===== src/rtl/input_mapper_pkg.sv =====
// Shared definitions for input_mapper: ps2 scancodes ({extended, code}),
// joystick word bit positions, the coin FSM encoding and the static keymap.
package input_mapper_pkg;

  // P1 directions (extended codes) and buttons
  localparam logic [8:0] KEY_UP      = 9'h175;
  localparam logic [8:0] KEY_DOWN    = 9'h172;
  localparam logic [8:0] KEY_LEFT    = 9'h16B;
  localparam logic [8:0] KEY_RIGHT   = 9'h174;
  localparam logic [8:0] KEY_P1_B1   = 9'h014;  // LCtrl
  localparam logic [8:0] KEY_P1_B2   = 9'h011;  // LAlt
  localparam logic [8:0] KEY_P1_B3   = 9'h029;  // Space
  localparam logic [8:0] KEY_P1_B4   = 9'h012;  // LShift
  // P2 directions and buttons
  localparam logic [8:0] KEY_P2_UP    = 9'h02D; // R
  localparam logic [8:0] KEY_P2_DOWN  = 9'h02B; // F
  localparam logic [8:0] KEY_P2_LEFT  = 9'h023; // D
  localparam logic [8:0] KEY_P2_RIGHT = 9'h034; // G
  localparam logic [8:0] KEY_P2_B1    = 9'h01C; // A
  localparam logic [8:0] KEY_P2_B2    = 9'h01B; // S
  localparam logic [8:0] KEY_P2_B3    = 9'h015; // Q
  localparam logic [8:0] KEY_P2_B4    = 9'h01D; // W
  // Start keys 1..4, coin keys 5..8
  localparam logic [8:0] KEY_START_1 = 9'h016;
  localparam logic [8:0] KEY_START_2 = 9'h01E;
  localparam logic [8:0] KEY_START_3 = 9'h026;
  localparam logic [8:0] KEY_START_4 = 9'h025;
  localparam logic [8:0] KEY_COIN_1  = 9'h02E;
  localparam logic [8:0] KEY_COIN_2  = 9'h036;
  localparam logic [8:0] KEY_COIN_3  = 9'h03D;
  localparam logic [8:0] KEY_COIN_4  = 9'h03E;

  // Joystick word bit positions
  localparam int JOY_RIGHT = 0;
  localparam int JOY_LEFT  = 1;
  localparam int JOY_DOWN  = 2;
  localparam int JOY_UP    = 3;
  localparam int JOY_BTN0  = 4;

  typedef enum logic [1:0] {IDLE = 2'd0, PULSE = 2'd1, HOLD = 2'd2} coin_state_t;

  // Joystick word width for a given button count
  function automatic int jw(input int nb);
    return 4 + nb + 2;
  endfunction

  // Key bound to joystick-word bit j of player p: {bound, ext, code}
  function automatic logic [9:0] key_map(input int p, input int j, input int nb);
    logic [9:0] m;
    m = '0;
    if (j == 5 + nb) begin
      case (p)
        0: m = {1'b1, KEY_COIN_1};
        1: m = {1'b1, KEY_COIN_2};
        2: m = {1'b1, KEY_COIN_3};
        3: m = {1'b1, KEY_COIN_4};
        default: m = '0;
      endcase
    end else if (j == 4 + nb) begin
      case (p)
        0: m = {1'b1, KEY_START_1};
        1: m = {1'b1, KEY_START_2};
        2: m = {1'b1, KEY_START_3};
        3: m = {1'b1, KEY_START_4};
        default: m = '0;
      endcase
    end else if (p == 0) begin
      case (j)
        JOY_RIGHT:    m = {1'b1, KEY_RIGHT};
        JOY_LEFT:     m = {1'b1, KEY_LEFT};
        JOY_DOWN:     m = {1'b1, KEY_DOWN};
        JOY_UP:       m = {1'b1, KEY_UP};
        JOY_BTN0:     m = {1'b1, KEY_P1_B1};
        JOY_BTN0 + 1: m = {1'b1, KEY_P1_B2};
        JOY_BTN0 + 2: m = {1'b1, KEY_P1_B3};
        JOY_BTN0 + 3: m = {1'b1, KEY_P1_B4};
        default:      m = '0;
      endcase
    end else if (p == 1) begin
      case (j)
        JOY_RIGHT:    m = {1'b1, KEY_P2_RIGHT};
        JOY_LEFT:     m = {1'b1, KEY_P2_LEFT};
        JOY_DOWN:     m = {1'b1, KEY_P2_DOWN};
        JOY_UP:       m = {1'b1, KEY_P2_UP};
        JOY_BTN0:     m = {1'b1, KEY_P2_B1};
        JOY_BTN0 + 1: m = {1'b1, KEY_P2_B2};
        JOY_BTN0 + 2: m = {1'b1, KEY_P2_B3};
        JOY_BTN0 + 3: m = {1'b1, KEY_P2_B4};
        default:      m = '0;
      endcase
    end
    return m;
  endfunction

endpackage


===== src/rtl/input_mapper_coin_pulse.sv =====
// coin_pulse: turns a raw coin level into one fixed-width pulse per press.
// A press that outlasts the pulse parks in HOLD until the coin is released.
module coin_pulse
  import input_mapper_pkg::*;
#(
  parameter int CYCLES = 1200000
) (
  input  logic clk,
  input  logic reset_n,
  input  logic clear,
  input  logic raw,
  output logic pulse
);

  localparam int CW = (CYCLES > 1) ? $clog2(CYCLES) : 1;
  localparam logic [CW-1:0] RELOAD = CW'(CYCLES - 1);

  coin_state_t   state, state_nxt;
  logic [CW-1:0] cnt, cnt_nxt;
  logic          raw_q;

  // State, counter, edge-detect and the glitch-free registered pulse
  always_ff @(posedge clk or negedge reset_n) begin
    if (!reset_n) begin
      state <= IDLE;
      cnt   <= '0;
      raw_q <= 1'b0;
      pulse <= 1'b0;
    end else begin
      state <= state_nxt;
      cnt   <= cnt_nxt;
      raw_q <= raw;
      pulse <= (state_nxt == PULSE);
    end
  end

  // Next state: rising edge starts the pulse, counter times it, HOLD waits for release
  always_comb begin
    state_nxt = state;
    cnt_nxt   = cnt;
    if (clear) begin
      state_nxt = IDLE;
      cnt_nxt   = '0;
    end else begin
      case (state)
        IDLE: if (raw && !raw_q) begin
          state_nxt = PULSE;
          cnt_nxt   = RELOAD;
        end
        PULSE: if (cnt == '0) state_nxt = HOLD;
               else           cnt_nxt   = cnt - CW'(1);
        HOLD: if (!raw) state_nxt = IDLE;
        default: state_nxt = IDLE;
      endcase
    end
  end

endmodule


===== src/rtl/input_mapper.sv =====
// input_mapper: ps2 key decode merged with HPS joysticks, SOCD resolution,
// coin shaping and registered per-player control words.
// Optional autofire on masked buttons: define INPUT_MAPPER_AUTOFIRE_EN.
module input_mapper
  import input_mapper_pkg::*;
#(
  parameter int NUM_PLAYERS       = 2,
  parameter int NUM_BUTTONS       = 2,
  parameter int COIN_PULSE_CYCLES = 1200000,
  parameter int SOCD_NEUTRAL      = 1
`ifdef INPUT_MAPPER_AUTOFIRE_EN
  ,
  parameter int AUTOFIRE_HALF     = 2400000
`endif
) (
  input  logic                                   clk,
  input  logic                                   reset_n,
  input  logic                                   clear,
  input  logic [10:0]                            ps2_key,
  input  logic [NUM_PLAYERS*(NUM_BUTTONS+6)-1:0] joystick,
`ifdef INPUT_MAPPER_AUTOFIRE_EN
  input  logic [NUM_PLAYERS*NUM_BUTTONS-1:0]     autofire_mask,
`endif
  output logic [NUM_PLAYERS*4-1:0]               player_dir,
  output logic [NUM_PLAYERS*NUM_BUTTONS-1:0]     player_btn,
  output logic [NUM_PLAYERS-1:0]                 start,
  output logic [NUM_PLAYERS-1:0]                 coin
);

  localparam int JW = jw(NUM_BUTTONS);

  logic                                     old_toggle;
  logic [NUM_PLAYERS-1:0][JW-1:0]           key_q, key_eff, joy, raw;
  logic [NUM_PLAYERS-1:0][3:0]              dir_d;
  logic [NUM_PLAYERS-1:0][NUM_BUTTONS-1:0]  btn_raw, btn_d;
  logic [NUM_PLAYERS-1:0]                   start_d, lr_kill, ud_kill;

  assign joy     = joystick;
  // clear hides key state in the same cycle it wipes it, so outputs drop at once
  assign key_eff = clear ? '0 : key_q;
  assign raw     = key_eff | joy;

  // Key state: a toggle edge writes 'pressed' into the reg bound to {ext, code}
  always_ff @(posedge clk or negedge reset_n) begin
    if (!reset_n) begin
      old_toggle <= 1'b0;
      key_q      <= '0;
    end else begin
      old_toggle <= ps2_key[10];
      if (clear) begin
        key_q <= '0;
      end else if (ps2_key[10] != old_toggle) begin
        for (int p = 0; p < NUM_PLAYERS; p++)
          for (int j = 0; j < JW; j++)
            if (key_map(p, j, NUM_BUTTONS) == {1'b1, ps2_key[8:0]})
              key_q[p][j] <= ps2_key[9];
      end
    end
  end

  // Opposing-direction resolution and unpacking of the merged word
  always_comb begin
    dir_d   = '0;
    btn_raw = '0;
    start_d = '0;
    lr_kill = '0;
    ud_kill = '0;
    for (int p = 0; p < NUM_PLAYERS; p++) begin
      lr_kill[p] = (SOCD_NEUTRAL != 0) && raw[p][JOY_LEFT] && raw[p][JOY_RIGHT];
      ud_kill[p] = (SOCD_NEUTRAL != 0) && raw[p][JOY_UP]   && raw[p][JOY_DOWN];
      dir_d[p]   = {raw[p][JOY_UP]    & ~ud_kill[p], raw[p][JOY_DOWN] & ~ud_kill[p],
                    raw[p][JOY_RIGHT] & ~lr_kill[p], raw[p][JOY_LEFT] & ~lr_kill[p]};
      btn_raw[p] = raw[p][JOY_BTN0 +: NUM_BUTTONS];
      start_d[p] = raw[p][JOY_BTN0 + NUM_BUTTONS];
    end
  end

`ifdef INPUT_MAPPER_AUTOFIRE_EN
  localparam int AW = (AUTOFIRE_HALF > 1) ? $clog2(AUTOFIRE_HALF) : 1;
  localparam logic [AW-1:0] AF_RELOAD = AW'(AUTOFIRE_HALF - 1);

  logic [NUM_PLAYERS-1:0][NUM_BUTTONS-1:0] af_mask;
  assign af_mask = autofire_mask;

  for (genvar p = 0; p < NUM_PLAYERS; p++) begin : g_af
    logic [AW-1:0]          cnt;
    logic                   phase, phase_nxt, press;
    logic [NUM_BUTTONS-1:0] btn_q;

    // Any new press of a masked button restarts the square wave in its high half
    assign press     = |(af_mask[p] & btn_raw[p] & ~btn_q);
    assign phase_nxt = press ? 1'b1 : ((cnt == '0) ? ~phase : phase);
    assign btn_d[p]  = btn_raw[p] & (~af_mask[p] | {NUM_BUTTONS{phase_nxt}});

    // Per-player phase counter
    always_ff @(posedge clk or negedge reset_n) begin
      if (!reset_n) begin
        cnt   <= '0;
        phase <= 1'b0;
        btn_q <= '0;
      end else begin
        btn_q <= btn_raw[p];
        phase <= phase_nxt;
        if (press || cnt == '0) cnt <= AF_RELOAD;
        else                    cnt <= cnt - AW'(1);
      end
    end
  end
`else
  assign btn_d = btn_raw;
`endif

  // Registered control words
  always_ff @(posedge clk or negedge reset_n) begin
    if (!reset_n) begin
      player_dir <= '0;
      player_btn <= '0;
      start      <= '0;
    end else begin
      player_dir <= dir_d;
      player_btn <= btn_d;
      start      <= start_d;
    end
  end

  for (genvar p = 0; p < NUM_PLAYERS; p++) begin : g_coin
    coin_pulse #(.CYCLES(COIN_PULSE_CYCLES)) u_coin (
      .clk     (clk),
      .reset_n (reset_n),
      .clear   (clear),
      .raw     (raw[p][JW-1]),
      .pulse   (coin[p])
    );
  end

endmodule


===== config.mk =====
export PLATFORM = sky130hd
export DESIGN_NAME = input_mapper
export DESIGN_NICKNAME = d
export VERILOG_FILES = /design/src/rtl/input_mapper_pkg.sv /design/src/rtl/input_mapper_coin_pulse.sv /design/src/rtl/input_mapper.sv
export SDC_FILE = /design/constraint.sdc
export NUM_CORES = 1
export LEC_CHECK = 0
export BUFFER_PORTS_ARGS = -buffer_cell sky130_fd_sc_hd__buf_2
export CORE_MARGIN = 2
export CORE_UTILIZATION = 53
export CTS_CLUSTER_DIAMETER = 150
export CTS_CLUSTER_SIZE = 10
export DETAILED_ROUTE_END_ITERATION = 10
export GPL_ROUTABILITY_DRIVEN = 0
export PLACE_DENSITY_LB_ADDON = 0.2
export SYNTH_ARGS = -nofsm -noshare
export SYNTH_HDL_FRONTEND = slang
export SYNTH_SLANG_ARGS = --single-unit

===== constraint.sdc =====
create_clock -name clk -period 2 [get_ports clk]
set_clock_uncertainty 0.15 [all_clocks]
set_input_delay 0 -clock clk [delete_from_list [all_inputs] [get_ports clk]]
set_output_delay 0 -clock clk [all_outputs]
set_load 0.01 [all_outputs]

==> metrics, run 1 <==
worst slew pin tran=0.4766 ns; Total Die Area=9043 sq um; pwr/cell area=730.5 nW/um^2; Max-slew headroom=about two thirds; HPWL after detailed placement=approximately 8000 microns; outcome=finished with violations; Post-synth top cells=dfrtp_1 (81), nor2_1 (50), a21oi_1 (27); initial detailed-routing violation count=265; Mapped Nets=483; worst hold slack=0.01888 ns; synthesized flop and latch total=81; initial antenna violation count=0; Nets=644; Max stage delay on crit path=around 0.5 ns; Mapped Cells=around 450; CTS clk-pin slew, worst paths=0.09 ns; Die W=95.10 microns; global route overflow=0; clock buffer depth=2; Via density=6.029; period utilization=111.1%; Pre-antenna DRT Iters=5; share of the yosys chip area belonging to registers=46.09%; DRC Markers=0; unrepaired setup endpoints after global routing=yes; FILL cells=522; crit path DAT=2.32 ns; register area=2027 sq um; Post-Syn Area=4398 sq um; number of global-route vias before repair=about 4300; Worst-Skew Late Latency=roughly 0.36 ns; failing checks=setup timing; diode count=0; top-count cell post-synth=dfrtp_1; number of enable flip-flop cells after synthesis=0; Hold Crit Class=input port to register; I/O pin count=46; routed wire length=13340 microns; port bufs=45; largest net degree at the start of global routing=50; Setup CP Type=register to register; gr usage total=29.99%; worst vdd ir=0.0004556 V; fin. max-slew vios=0; Hold Path Sink=key_q[2]; share of the synthesized area in the top cell type=46.09%; ANT nets after route=0; layout cells sized above 1=35.18%; TritonCTS clock tree=done; worst-path cell chain=inv_2, ha_1, or4b_4, nor2b_1, buf_4, a21o_4, nor4_2, mux2_1; Num Clock Sinks=81; Setup crit end kind=register; Area contributors post-synth=dfrtp_1 (46%), nor2_1 (4.3%), mux2i_1 (3.9%); Core ar.=about 8000 sq um; syn_area_per_cell=9.795 sq um; count of cell types in the netlist=67; footprint of the multi-input gates=2471 sq um; Final setup violation count=26; cell taking the most area after synthesis=dfrtp_1; WHS Path Cells=3; Rows=33; ys async rst share=100.0%; Finished Core Util=76.54%; drt wl/cell=18.55 microns; reg2reg end=g_coin[1].u_coin.cnt[19]; critical path required time=2.09 ns; CP Max Fanout=8; number of H-tree levels=3; Worst Min Path Start=clear; first-pass GRT wire length=~21000 microns; Die H=95.10 microns; cells on worst reg2reg path=8; synth warn=0; final hold violations=0; Starting Density=a little over half; fmax=approximately 450 MHz; via count=4335; TritonCTS Buffers=9; R2R Path Start=g_coin[1].u_coin.cnt[0]; max-cap violation count=0; Worst Setup Start Kind=register; final worst slack=-0.2222 ns; area delta synth->final=41.56%; clock root cell=clkbuf_8; Pleak=around 2.8 nW; R2R setup slack=-0.22 ns; CP max-delay cell=or4b_4; predominant post-synthesis flop cell=dfrtp_1; minimum clock period after layout=2.222 ns
[critical path, delay by kind of cell (launching register included)]
| family | cells | cell delay (ns) |
|---|---|---|
| muxes | 1 | 0.30 |
| AOI/OAI and AO/OA | 1 | 0.17 |
| and+or+nand+nor | 3 | 0.66 |
| DFF | 1 | 0.41 |
| buffers and inverters | 2 | 0.24 |
| adders and majority gates | 1 | 0.18 |
[logic make-up (layout without fill, tap and decap cells)]
family	after synthesis	after routing	share of synthesized area (%)
buf+inv	39	204	4.836
xor+xnor	10	10	1.991
fa+ha+maj	4	4	1.138
mux	18	18	4.125
simple gates	191	191	24.67
flops	81	81	46.09
compound gates	106	106	17.16
[state kept, by name (all words and copies together), names as in the netlist]
register	count
player_btn	4
player_dir	8
old_toggle	1
g_coin.u_coin.pulse	2
start	2
key_q	16
g_coin.u_coin.raw_q	2
g_coin.u_coin.state	4
g_coin.u_coin.cnt	42
[timing repair]
item                       4_1_cts  5_1_grt
hold buffers                    39        0
setup buffers                    2       11
setup endpoints to repair       36       50
hold endpoints to repair       127        0
gates cloned                     0        0
pin swaps                       10       18
resized for setup               16       48
[layout make-up]
class | count | area share, %
clock buffers | 9 | 1.990
clock inverters | 6 | 1.065
inverters | 14 | 0.8441
multi-input cells | 329 | 39.69
flip-flops and latches | 81 | 32.56
well taps | 105 | 2.110
repair buffers | 175 | 21.74
[routing by layer]
| layer | track usage, % | vias up | routed length [microns] |
|---|---|---|---|
| li1 | - | 1989 | - |
| met4 | 9.058 | 0 | 285 |
| met1 | 38.41 | 2160 | 5444 |
| met2 | 52.17 | 161 | 6939 |
| met5 | 0 | - | 0 |
| met3 | 4.980 | 25 | 670 |
[power breakdown]
part	switching [W]	internal [W]	leakage, nW
combinational	0.000784	0.000731	1.65
sequential	0.000100	0.00173	1.07
clock	0.000623	0.000577	0.0998
total	0.00151	0.00304	2.83
[metrics by stage]
step / setup TNS [ns] / cells / worst slack [ns] / cell area, sq um / power (W)
6_report: -3.001 / 719 / -0.2222 / 6226 / 0.004548
5_1_grt: -5.627 / 719 / -0.2962 / 6226 / 0.004781
3_3_place_gp: -0.3421 / 652 / -0.08565 / 5214 / 0.002974
2_1_floorplan: -0.1560 / 449 / -0.08220 / 4417 / 0.002482
4_1_cts: -0.6366 / 708 / -0.07999 / 5899 / 0.004311
3_5_place_dp: -1.233 / 652 / -0.08799 / 5214 / 0.003005
[worst max path at each step]
stage / endpoint / cells after the start / slack [ns] / startpoint
CTS: g_coin[1].u_coin.cnt[4] / 8 / -0.08 / g_coin[1].u_coin.cnt[0]
global placement: g_coin[1].u_coin.cnt[11] / 8 / -0.09 / g_coin[1].u_coin.cnt[1]
floorplan: g_coin[1].u_coin.cnt[19] / 8 / -0.08 / g_coin[1].u_coin.cnt[0]
finish: g_coin[1].u_coin.cnt[19] / 8 / -0.22 / g_coin[1].u_coin.cnt[0]
detailed placement: g_coin[1].u_coin.cnt[19] / 8 / -0.09 / g_coin[1].u_coin.cnt[1]
global route: g_coin[1].u_coin.cnt[19] / 8 / -0.30 / g_coin[1].u_coin.cnt[0]
[placed cells by master, fill, tap and decap left out, drive strengths merged, types with 5 or more instances in the layout]
cell / Yosys / routed
nand3: 21 / 21
a31oi: 6 / 6
mux2i: 17 / 17
nor4: 14 / 14
clkbuf: 17 / 9
nor2: 50 / 50
or4: 6 / 6
a21oi: 29 / 29
o22ai: 5 / 5
o21ai: 9 / 9
and3: 6 / 6
buf: 8 / 137
nand4: 11 / 11
a21o: 7 / 7
a211oi: 9 / 9
nand2: 20 / 20
inv: 14 / 16
xnor2: 6 / 6
nor3: 22 / 22
o21a: 11 / 11
dlygate4sd3: 0 / 38
nor2b: 12 / 12
dfrtp: 81 / 81
or3: 5 / 5
Power figures use the tool's default switching activity.
==> inputs of run 2 (changes only) <==
--- a/config.mk
+++ b/config.mk
@@ -7,7 +7,7 @@
 export LEC_CHECK = 0
 export BUFFER_PORTS_ARGS = -buffer_cell sky130_fd_sc_hd__buf_2
 export CORE_MARGIN = 2
-export CORE_UTILIZATION = 53
+export CORE_UTILIZATION = 40
 export CTS_CLUSTER_DIAMETER = 150
 export CTS_CLUSTER_SIZE = 10
 export DETAILED_ROUTE_END_ITERATION = 10
==> run 2 against run 1 <==
Net effect:
- the flow still finishes with violations (setup timing)
- sequential power hardly changed
- clock-buffer cell count is 2 higher
- global-route usage is 7.9 points lower
- final cell count rose by 7.4%
- wire length down 3.2%
- critical path depth is 1 lower
- non-clock buffer count is 16 higher
- hold slack improved by 0.052 ns
- worst setup slack improved by 0.095 ns
- total power grew 7.2%
==> metrics, run 2 (synthesized netlist as in run 1, its figures left out) <==
Die H=108.9 microns (was 95.10 microns); fmax=470.1 MHz (was 450.0 MHz); DRC Markers=0 (unchanged); clock buffer depth=2 (unchanged); Worst Setup SP=g_coin[1].u_coin.cnt[1] (was g_coin[1].u_coin.cnt[0]); CP Max Fanout=6 (was 8); clock root cell=clkbuf_8 (unchanged); Rows=38 (was 33); Setup crit end kind=register (unchanged); Setup CP Type=register to register (unchanged); layout cells sized above 1=40.19% (was 35.18%); reg2reg end=g_coin[1].u_coin.cnt[19] (unchanged); Final setup violation count=19 (was 26); gr usage total=22.07% (was 29.99%); via count=4294 (was 4335); critical path required time=2.10 ns (was 2.09 ns); outcome=finished with violations (unchanged); fin. max-slew vios=0 (unchanged); pwr/cell area=734.2 nW/um^2 (was 730.5 nW/um^2); area delta synth->final=50.98% (was 41.56%); port bufs=45 (unchanged); crit path DAT=2.23 ns (was 2.32 ns); largest net degree at the start of global routing=40 (was 50); max FFs per register=42 (unchanged); cells on worst reg2reg path=7 (was 8); grt met1 use=28.11% (was 38.41%); CTS clk-pin slew, worst paths=0.09 ns (about the same); routed wire length=12910 microns (was 13340 microns); Worst Setup Start Kind=register (unchanged); HPWL after detailed placement=8082 microns (was 7863 microns); Die W=108.9 microns (was 95.10 microns); worst slew pin tran=0.6147 ns (was 0.4766 ns); final worst slack=-0.1270 ns (was -0.2222 ns); Hold Crit Class=input port to register (unchanged); initial detailed-routing violation count=233 (was 265); failing checks=setup timing (unchanged); first-pass GRT wire length=20490 microns (was 20800 microns); number of global-route vias before repair=4253 (was 4275); ANT nets after route=0 (unchanged); Pre-antenna DRT Iters=4 (was 5); worst vdd ir=0.0006007 V (was 0.0004556 V); TritonCTS clock tree=done (unchanged); Num Clock Sinks=81 (unchanged); Worst-Skew Late Latency=0.37 ns (was 0.36 ns); initial antenna violation count=0 (unchanged); TritonCTS Buffers=9 (unchanged); most common cell after layout, fill and taps aside=buf_4 (unchanged); CP Capture Point=g_coin[1].u_coin.cnt[19] (unchanged); most frequent cells in the layout=buf_4 (87), dfrtp_1 (81), nor2_1 (45) (was buf_4 (83), dfrtp_1 (81), nor2_1 (46)); Total Die Area=11850 sq um (was 9043 sq um); unrepaired setup endpoints after global routing=yes (unchanged); GR Util met3=5.380% (was 4.980%); I/O pin count=46 (unchanged); Nets=661 (was 644); Via density=5.562 (was 6.029); Top Registers=g_coin.u_coin.cnt x42, key_q x16, player_dir x8 (unchanged); diode count=0 (unchanged); period utilization=106.3% (was 111.1%); R2R setup slack=-0.13 ns (was -0.22 ns); Finished Layout Cells=772 (was 719); Pleak=2.959 nW (was 2.828 nW); max-cap violation count=0 (unchanged); drt wl/cell=16.73 microns (was 18.55 microns); placed cells=694 (was 652); PnR Total Power=0.004875 W (was 0.004548 W); GR peak layer=met2 (unchanged); Core ar.=10790 sq um (was 8134 sq um); final hold violations=0 (unchanged); minimum clock period after layout=2.127 ns (was 2.222 ns); Max-slew headroom=58.93% (was 68.16%); number of H-tree levels=3 (unchanged); grt met2 use=37.19% (was 52.17%); register bank with the most flops=g_coin.u_coin.cnt (unchanged); Starting Density=40.75% (was 54.07%); global route overflow=0 (unchanged); R2R Path Start=g_coin[1].u_coin.cnt[1] (was g_coin[1].u_coin.cnt[0])
[run 2: cell types whose count changed in the layout (fill, tap and decap cells not counted), moves of 3 or more]
cell     delta
a21oi_2     +9
a31oi_1     -3
buf_4       +4
buf_6      +11
a21oi_1     -9
[run 2: final cells by class]
cell class / instances / area, sq um
well taps: 140 / 175.2
clock inverters: 5 / 85.08
fillers: 859 / 4153
inverters: 14 / 56.30
multi-input cells: 330 / 2623
flip-flops and latches: 81 / 2027
repair buffers: 191 / 1523
clock buffers: 11 / 151.4
[run 2: worst max-delay path, stage by stage (launching register included)]
cell and delay, ns:
dfrtp_1 0.39, inv_2 0.09, ha_4 0.12, or4b_4 0.49
nor2b_4 0.21, a21o_4 0.20, nor4_4 0.06, mux2_4 0.30
[run 2: how the worst min path moves through the flow]
stage | from | end | slack, ns | cells past startpoint
floorplan | reset_n | g_coin[0].u_coin.cnt[0] | -0.45 | 0
global placement | reset_n | start[0] | -0.22 | 1
detailed placement | reset_n | start[0] | -0.22 | 1
CTS | clear | key_q[14] | 0.03 | 3
global route | clear | key_q[1] | 0.1 | 3
finish | clear | key_q[14] | 0.07 | 3
[run 2: per-layer routing]
metal,share of wire (%),routed length [microns],vias up
met2,50,6512,103
li1,-,-,2034
met1,44,5655,2134
met5,0,0,-
met4,1.8,232,0
met3,4.0,512,23
[run 2: power breakdown]
part	total, W	internal, W	switching, W
Combinational	0.00165	0.000813	0.000836
Clock	0.00140	0.000780	0.000625
Sequential	0.00182	0.00173	0.0000881
[run 2: repair_timing]
action,CTS,global route
hold buffers,39,0
endpoints found under the setup margin,38,53
buffers inserted,14,9
gates cloned,0,1
endpoints found under the hold margin,129,0
gates resized for setup,25,82
pin swaps,23,35
[run 2: stage by stage]
step                hold WS (ns)  util, %  setup TNS, ns  setup slack (ns)  instance area (sq um)
floorplan                -0.4456        -        -0.1560          -0.08220                   4417
global placement         -0.2177    49.20        -0.3877          -0.06429                   5310
detailed placement       -0.2157    49.20         -1.700           -0.1245                   5310
CTS                      0.03059    57.33        -0.9729          -0.08971                   6187
global route             0.09695    61.52         -3.167           -0.1712                   6640
finish                   0.07056    61.52         -1.036           -0.1270                   6640
